**src/rtl/aether_engine_cmd_issuer.sv**
```systemverilog
// Host-side command issuer for the Aether engine: FIFO-buffers 24-bit command words, issues each for one cycle, returns one response per command.
// Optional timeout counter is compiled in with `define AETHER_ISSUER_TIMEOUT_EN.
module aether_engine_cmd_issuer #(
    parameter int unsigned CMD_DEPTH      = 4,
    parameter logic [15:0] TIMEOUT_CYCLES = 16'hFFFF
) (
    input  logic        clk_i,
    input  logic        rst_ni,
    input  logic        cmd_valid_i,
    output logic        cmd_ready_o,
    input  logic [23:0] cmd_data_i,
    output logic [3:0]  instruction_o,
    output logic [3:0]  param_1_o,
    output logic [15:0] param_2_o,
    input  logic [15:0] data_i,
    input  logic        engine_busy_i,
    output logic        rsp_valid_o,
    input  logic        rsp_ready_i,
    output logic [15:0] rsp_data_o,
    output logic [1:0]  rsp_status_o,
    output logic        idle_o
);

    // Local copy of the aether_constants opcode encoding.
    localparam logic [3:0] OP_NOP = 4'h0;
    localparam logic [3:0] OP_RST = 4'h1;
    localparam logic [3:0] OP_RDR = 4'h2;
    localparam logic [3:0] OP_WRR = 4'h3;
    localparam logic [3:0] OP_LDW = 4'h4;
    localparam logic [3:0] OP_CNV = 4'h5;
    localparam logic [3:0] OP_DNS = 4'h6;

    localparam logic [1:0] ST_OK      = 2'b00;
    localparam logic [1:0] ST_TIMEOUT = 2'b01;
    localparam logic [1:0] ST_ILLEGAL = 2'b10;

    localparam int unsigned AW = $clog2(CMD_DEPTH);
    localparam logic [AW:0] PTR_ONE = 1;

    typedef enum logic [2:0] {
        S_IDLE,
        S_ISSUE,
        S_WAIT_START,
        S_WAIT_DONE,
        S_RESP
    } state_t;

    function automatic logic is_legal(input logic [3:0] op);
        return op <= OP_DNS;
    endfunction

    // ---------------- command FIFO ----------------
    logic [23:0] mem_q [CMD_DEPTH];
    logic [AW:0] wr_ptr_q, wr_ptr_d;
    logic [AW:0] rd_ptr_q, rd_ptr_d;
    logic        fifo_empty, fifo_full, push, pop;
    logic [23:0] head;

    assign fifo_empty = (wr_ptr_q == rd_ptr_q);
    assign fifo_full  = (wr_ptr_q[AW] != rd_ptr_q[AW]) &&
                        (wr_ptr_q[AW-1:0] == rd_ptr_q[AW-1:0]);
    assign push       = cmd_valid_i && !fifo_full;
    assign head       = mem_q[rd_ptr_q[AW-1:0]];

    always_comb begin
        wr_ptr_d = wr_ptr_q;
        rd_ptr_d = rd_ptr_q;
        if (push) wr_ptr_d = wr_ptr_q + PTR_ONE;
        if (pop)  rd_ptr_d = rd_ptr_q + PTR_ONE;
    end

    always_ff @(posedge clk_i or negedge rst_ni) begin
        if (!rst_ni) begin
            wr_ptr_q <= '0;
            rd_ptr_q <= '0;
        end else begin
            wr_ptr_q <= wr_ptr_d;
            rd_ptr_q <= rd_ptr_d;
        end
    end

    // Storage needs no reset: the pointers alone define which entries are live.
    always_ff @(posedge clk_i) begin
        if (push) mem_q[wr_ptr_q[AW-1:0]] <= cmd_data_i;
    end

    // ---------------- FSM and registered outputs ----------------
    state_t      state_q, state_d;
    logic [3:0]  op_q, op_d;
    logic [3:0]  instr_q, instr_d;
    logic [3:0]  p1_q, p1_d;
    logic [15:0] p2_q, p2_d;
    logic        rsp_valid_q, rsp_valid_d;
    logic [15:0] rsp_data_q, rsp_data_d;
    logic [1:0]  rsp_status_q, rsp_status_d;
    logic        waiting, timeout_hit;

    assign waiting = (state_q == S_WAIT_START) || (state_q == S_WAIT_DONE);

`ifdef AETHER_ISSUER_TIMEOUT_EN
    logic [15:0] tmo_cnt_q, tmo_cnt_d;

    always_comb begin
        tmo_cnt_d = tmo_cnt_q;
        if (state_q == S_ISSUE)  tmo_cnt_d = '0;
        else if (waiting)        tmo_cnt_d = tmo_cnt_q + 16'd1;
    end

    always_ff @(posedge clk_i or negedge rst_ni) begin
        if (!rst_ni) tmo_cnt_q <= '0;
        else         tmo_cnt_q <= tmo_cnt_d;
    end

    // Fires on the cycle whose increment would make the count reach the limit.
    assign timeout_hit = waiting && ((tmo_cnt_q + 16'd1) == TIMEOUT_CYCLES);
`else
    logic unused_timeout;
    assign unused_timeout = ^TIMEOUT_CYCLES;
    assign timeout_hit    = 1'b0;
`endif

    always_comb begin
        state_d      = state_q;
        op_d         = op_q;
        instr_d      = OP_NOP;
        p1_d         = 4'h0;
        p2_d         = 16'h0000;
        rsp_valid_d  = rsp_valid_q;
        rsp_data_d   = rsp_data_q;
        rsp_status_d = rsp_status_q;
        pop          = 1'b0;
        case (state_q)
            S_IDLE: begin
                if (!fifo_empty) begin
                    pop  = 1'b1;
                    op_d = head[23:20];
                    if (is_legal(head[23:20])) begin
                        state_d = S_ISSUE;
                        instr_d = head[23:20];
                        p1_d    = head[19:16];
                        p2_d    = head[15:0];
                    end else begin
                        state_d      = S_RESP;
                        rsp_valid_d  = 1'b1;
                        rsp_data_d   = 16'h0000;
                        rsp_status_d = ST_ILLEGAL;
                    end
                end
            end
            S_ISSUE: begin
                if (op_q == OP_LDW || op_q == OP_CNV || op_q == OP_DNS) begin
                    state_d = S_WAIT_START;
                end else begin
                    state_d      = S_RESP;
                    rsp_valid_d  = 1'b1;
                    rsp_status_d = ST_OK;
                    rsp_data_d   = (op_q == OP_RDR) ? data_i : 16'h0000;
                end
            end
            S_WAIT_START, S_WAIT_DONE: begin
                if (timeout_hit) begin
                    state_d      = S_RESP;
                    rsp_valid_d  = 1'b1;
                    rsp_data_d   = 16'h0000;
                    rsp_status_d = ST_TIMEOUT;
                end else if (state_q == S_WAIT_START) begin
                    if (engine_busy_i) state_d = S_WAIT_DONE;
                end else if (!engine_busy_i) begin
                    state_d      = S_RESP;
                    rsp_valid_d  = 1'b1;
                    rsp_data_d   = 16'h0000;
                    rsp_status_d = ST_OK;
                end
            end
            S_RESP: begin
                if (rsp_ready_i) begin
                    state_d      = S_IDLE;
                    rsp_valid_d  = 1'b0;
                    rsp_data_d   = 16'h0000;
                    rsp_status_d = ST_OK;
                end
            end
            default: state_d = S_IDLE;
        endcase
    end

    always_ff @(posedge clk_i or negedge rst_ni) begin
        if (!rst_ni) begin
            state_q      <= S_IDLE;
            op_q         <= OP_NOP;
            instr_q      <= OP_NOP;
            p1_q         <= 4'h0;
            p2_q         <= 16'h0000;
            rsp_valid_q  <= 1'b0;
            rsp_data_q   <= 16'h0000;
            rsp_status_q <= ST_OK;
        end else begin
            state_q      <= state_d;
            op_q         <= op_d;
            instr_q      <= instr_d;
            p1_q         <= p1_d;
            p2_q         <= p2_d;
            rsp_valid_q  <= rsp_valid_d;
            rsp_data_q   <= rsp_data_d;
            rsp_status_q <= rsp_status_d;
        end
    end

    assign cmd_ready_o   = !fifo_full;
    assign instruction_o = instr_q;
    assign param_1_o     = p1_q;
    assign param_2_o     = p2_q;
    assign rsp_valid_o   = rsp_valid_q;
    assign rsp_data_o    = rsp_data_q;
    assign rsp_status_o  = rsp_status_q;
    assign idle_o        = (state_q == S_IDLE) && fifo_empty;

endmodule
```
**config.mk**
```make
export PLATFORM = sky130hd
export DESIGN_NAME = aether_engine_cmd_issuer
export DESIGN_NICKNAME = d
export VERILOG_FILES = /design/src/rtl/aether_engine_cmd_issuer.sv
export SDC_FILE = /design/constraint.sdc
export NUM_CORES = 1
export LEC_CHECK = 0
export CORE_UTILIZATION = 53
export CTS_BUF_LIST = sky130_fd_sc_hd__clkbuf_8 sky130_fd_sc_hd__clkbuf_16
export DETAILED_ROUTE_END_ITERATION = 10
export MAX_ROUTING_LAYER = met4
export PLACE_DENSITY = 0.79
export SLEW_MARGIN = 20
export SYNTH_ARGS = -nofsm -noshare
export SYNTH_HDL_FRONTEND = slang
export SYNTH_SLANG_ARGS = --single-unit
```
**constraint.sdc**
```tcl
create_clock -name clk_i -period 2.95 [get_ports clk_i]
set_clock_uncertainty 0.15 [all_clocks]
set_input_delay 0.59 -clock clk_i [delete_from_list [all_inputs] [get_ports clk_i]]
set_output_delay 0.59 -clock clk_i [all_outputs]
set_load 0.005 [all_outputs]
```
==> results.yml <==
yosys:
  synth_common_cells: "edfxtp_1 (96), dfrtp_1 (55), mux4_2 (24)"
  ys_warn_count: 0
  synthTopCellsByArea: "edfxtp_1 (51%), dfrtp_1 (25%), mux4_2 (9.6%)"
  yosysTopAreaCell: "edfxtp_1"
  ys_ff_latch: 151
  yosysMostFrequentCell: "edfxtp_1"
  netlist.area_leader.share_pct: 51.35
  netlist_instances: 295
  syn_area_per_cell_um2: 19.03
  synth_flop_cell: "edfxtp_1"
  ys_types: 34
  syn_area_um2: 5614
  ys_seq_area_share_pct: 75.86
  async_reset_ff_share_pct: 36.42
  synth_edf_count: 96
routing:
  vias_per_cell: 5.501
  vias: 3064
  ant_nets: 0
  drt_pass1_iterations: 4
  drc: 0
  finalWirelength_mm: 10.83
  wl_per_cell_um: 19.44
  drt-initial-drc-count: 210
timing:
  period_needed_ns: 2.789
  worstMarginPinSlew_ns: 0.6892
  finalSetupViolCount: 0
  worst_slack_ns: 0.1614
  clock.fmax_ghz: 0.3586
  hold_violations: 0
  layout_worst_path_cycle_share_pct: 94.53
  relSlewSlack_pct: 54.05
  holdWs_ns: 0.3542
  rsz0062_at_grt: "no"
  tns_ns: 0
  finalMaxSlewViolations: 0
critical_path:
  worstSetupPathType: "flop to output pin"
  ff2ff_setup_slack_ns: 0.29
  cp-end-kind: "output pin"
  cp.required_ns: 2.21
  cp-start-kind: "flop"
  crit_arrival_ns: 2.05
  cp_max_fo: 10
placed_design:
  dp_hpwl_mm: 6.976
  portBuffers: 88
  pre_cts_slack_ns: 0.1539
  place_congestion: 0.7544
final_layout:
  syn_to_final_growth_pct: 30.71
  nFillCells: 646
  num_antenna_cells: 0
  nets: 458
  drive_above_1_share_pct: 19.24
  regArea_um2: 4264
  multi_input_area_um2: 1259
global_route:
  grt_pass1_wl_mm: 17.57
  overflow: 0
  antenna_found_initial: 0
  grt_max_degree: 32
  grt_pass1_vias: 3304
  grt_usage_pct: 22.63
worst_hold_path:
  hold_path.class: "flop to flop"
flow_run:
  drv_cap: 0
outcome:
  outcome: "complete, no violations"
clocking:
  cts_root_buf: "clkbuf_8"
  cts_buffer_depth: 2
  ctsHtreeMaxLevel: 4
  worst_skew_pair.late_latency_ns: 0.52
  cts-buffers-inserted: 17
  cts_sinks: 151
  clkTransAtPathRegs_ns: 0.06
  cts_tree: "built"
power_and_ir_drop:
  p_int_mw: 5.186
  power_frac_comb_pct: 31.2
  finalPower_mw: 7.316
  clock_power_share_pct: 26.8
  irDropWorstVdd_v: 0.0006010
  power.density_nw_per_um2: 997.0
  switchingPower_mw: 2.130
  p_seq_share_pct: 42.0
  power_leakage_nw: 2.852
  swShare_pct: 29.11
floorplanning:
  die_h_um: 104.9
  ios: 90
  die_w_um: 104.9
  start_util_pct: 54.63
  dieArea_um2: 11010
  core_area_um2: 10280
  fp-row-count: 37
==> routing by layer <==
layer  share of wire (%)  vias up  GRT usage [%]
li1                    -     1366              -
met1                  42     1583          27.72
met2                  51       99          36.85
met3                 5.4       16          6.925
met4                 1.1        0          6.237
met5                   0        -              -
==> cell usage in the layout (no fill, tap or decap), drive strengths merged, types with 2 or more instances in the layout <==
cell type,n
mux4,24
mux2,5
nand3,3
nand2,7
nor3,2
clkbuf,19
xnor2,5
buf,20
clkinv,4
dfrtp,55
nor2,8
conb,2
clkdlybuf4s50,87
nor3b,2
ha,5
clkinvlp,4
inv,9
a22o,16
and3,23
and2,5
edfxtp,96
a21oi,5
nand2b,2
xor2,3
==> registers in the layout, summed over array words and instances (netlist names) <==
signal and cells:
wr_ptr_q 3, op_q 4, rd_ptr_q 3, rsp_status_o 1
param_1_o 4, state_q 3, param_2_o 16, rsp_valid_o 1
rsp_data_o 16, instruction_o 4, mem_q 96
==> kinds of logic after synthesis <==
logic type | count (synthesis) | share of synthesized area (%)
flip-flops | 151 | 75.86
AND/OR/NAND/NOR | 55 | 5.550
multiplexers | 30 | 10.81
AO/OA/AOI/OAI | 25 | 3.477
buffers and inverters | 20 | 1.872
XOR/XNOR | 8 | 1.248
adder cells (fa/ha/maj) | 5 | 1.114
other | 1 | 0.06680
==> power by group through the flow <==
stage | registers (mW) | logic [mW] | clock network (mW)
3_5_place_dp | 3.14 | 2.20 | 0
2_1_floorplan | 3.04 | 1.35 | 0
3_3_place_gp | 3.11 | 2.15 | 0
4_1_cts | 3.11 | 2.23 | 1.99
6_report | 3.07 | 2.28 | 1.96
5_1_grt | 3.12 | 2.47 | 2.09
==> area by class of cell <==
type | count | area share [%]
Sequential cell | 151 | 58.11
Multi-Input combinational cell | 125 | 17.15
Timing Repair Buffer | 108 | 14.70
Clock buffer | 19 | 6.019
Tap cell | 136 | 2.319
Clock inverter | 13 | 1.449
Inverter | 5 | 0.2558
==> worst max-delay path: stages, from the launching register on <==
cell,delay [ns]
dfrtp_2,0.51
xnor2_1,0.24
nand3_1,0.11
nor2_2,0.14
clkdlybuf4s50_1,0.53
==> final timing paths <==
check	to	depth (start not counted)	from
setup / recovery	idle_o	4	rd_ptr_q[1]$_DFFE_PN0P_
hold / removal	rsp_data_o[1]$_DFFE_PN0P_	1	rsp_data_o[1]$_DFFE_PN0P_
setup reg to reg	rsp_data_o[11]$_DFFE_PN0P_	6	rd_ptr_q[0]$_DFFE_PN0P_
hold reg to reg	rsp_data_o[1]$_DFFE_PN0P_	1	rsp_data_o[1]$_DFFE_PN0P_
max in group asynchronous	instruction_o[1]$_DFF_PN0_	3	rst_ni
min in group asynchronous	param_1_o[2]$_DFF_PN0_	2	rst_ni
==> repair_timing <==
item                                   4_1_cts  5_1_grt
resized for setup                            1        2
buffers inserted                             0        4
setup endpoints to repair                    1        1
hold buffers                                 1        0
endpoints found under the hold margin       24        0
==> stage by stage <==
| stage | std cells | util [%] | cell area (um^2) |
|---|---|---|---|
| 2_1_floorplan | 296 | - | 5618 |
| 3_5_place_dp | 520 | 65.62 | 6744 |
| 6_report | 557 | 71.40 | 7338 |
| 4_1_cts | 553 | 71.06 | 7303 |
| 3_3_place_gp | 520 | 65.62 | 6744 |
| 5_1_grt | 557 | 71.40 | 7338 |
Note: power is estimated with default switching activity, not from simulation.
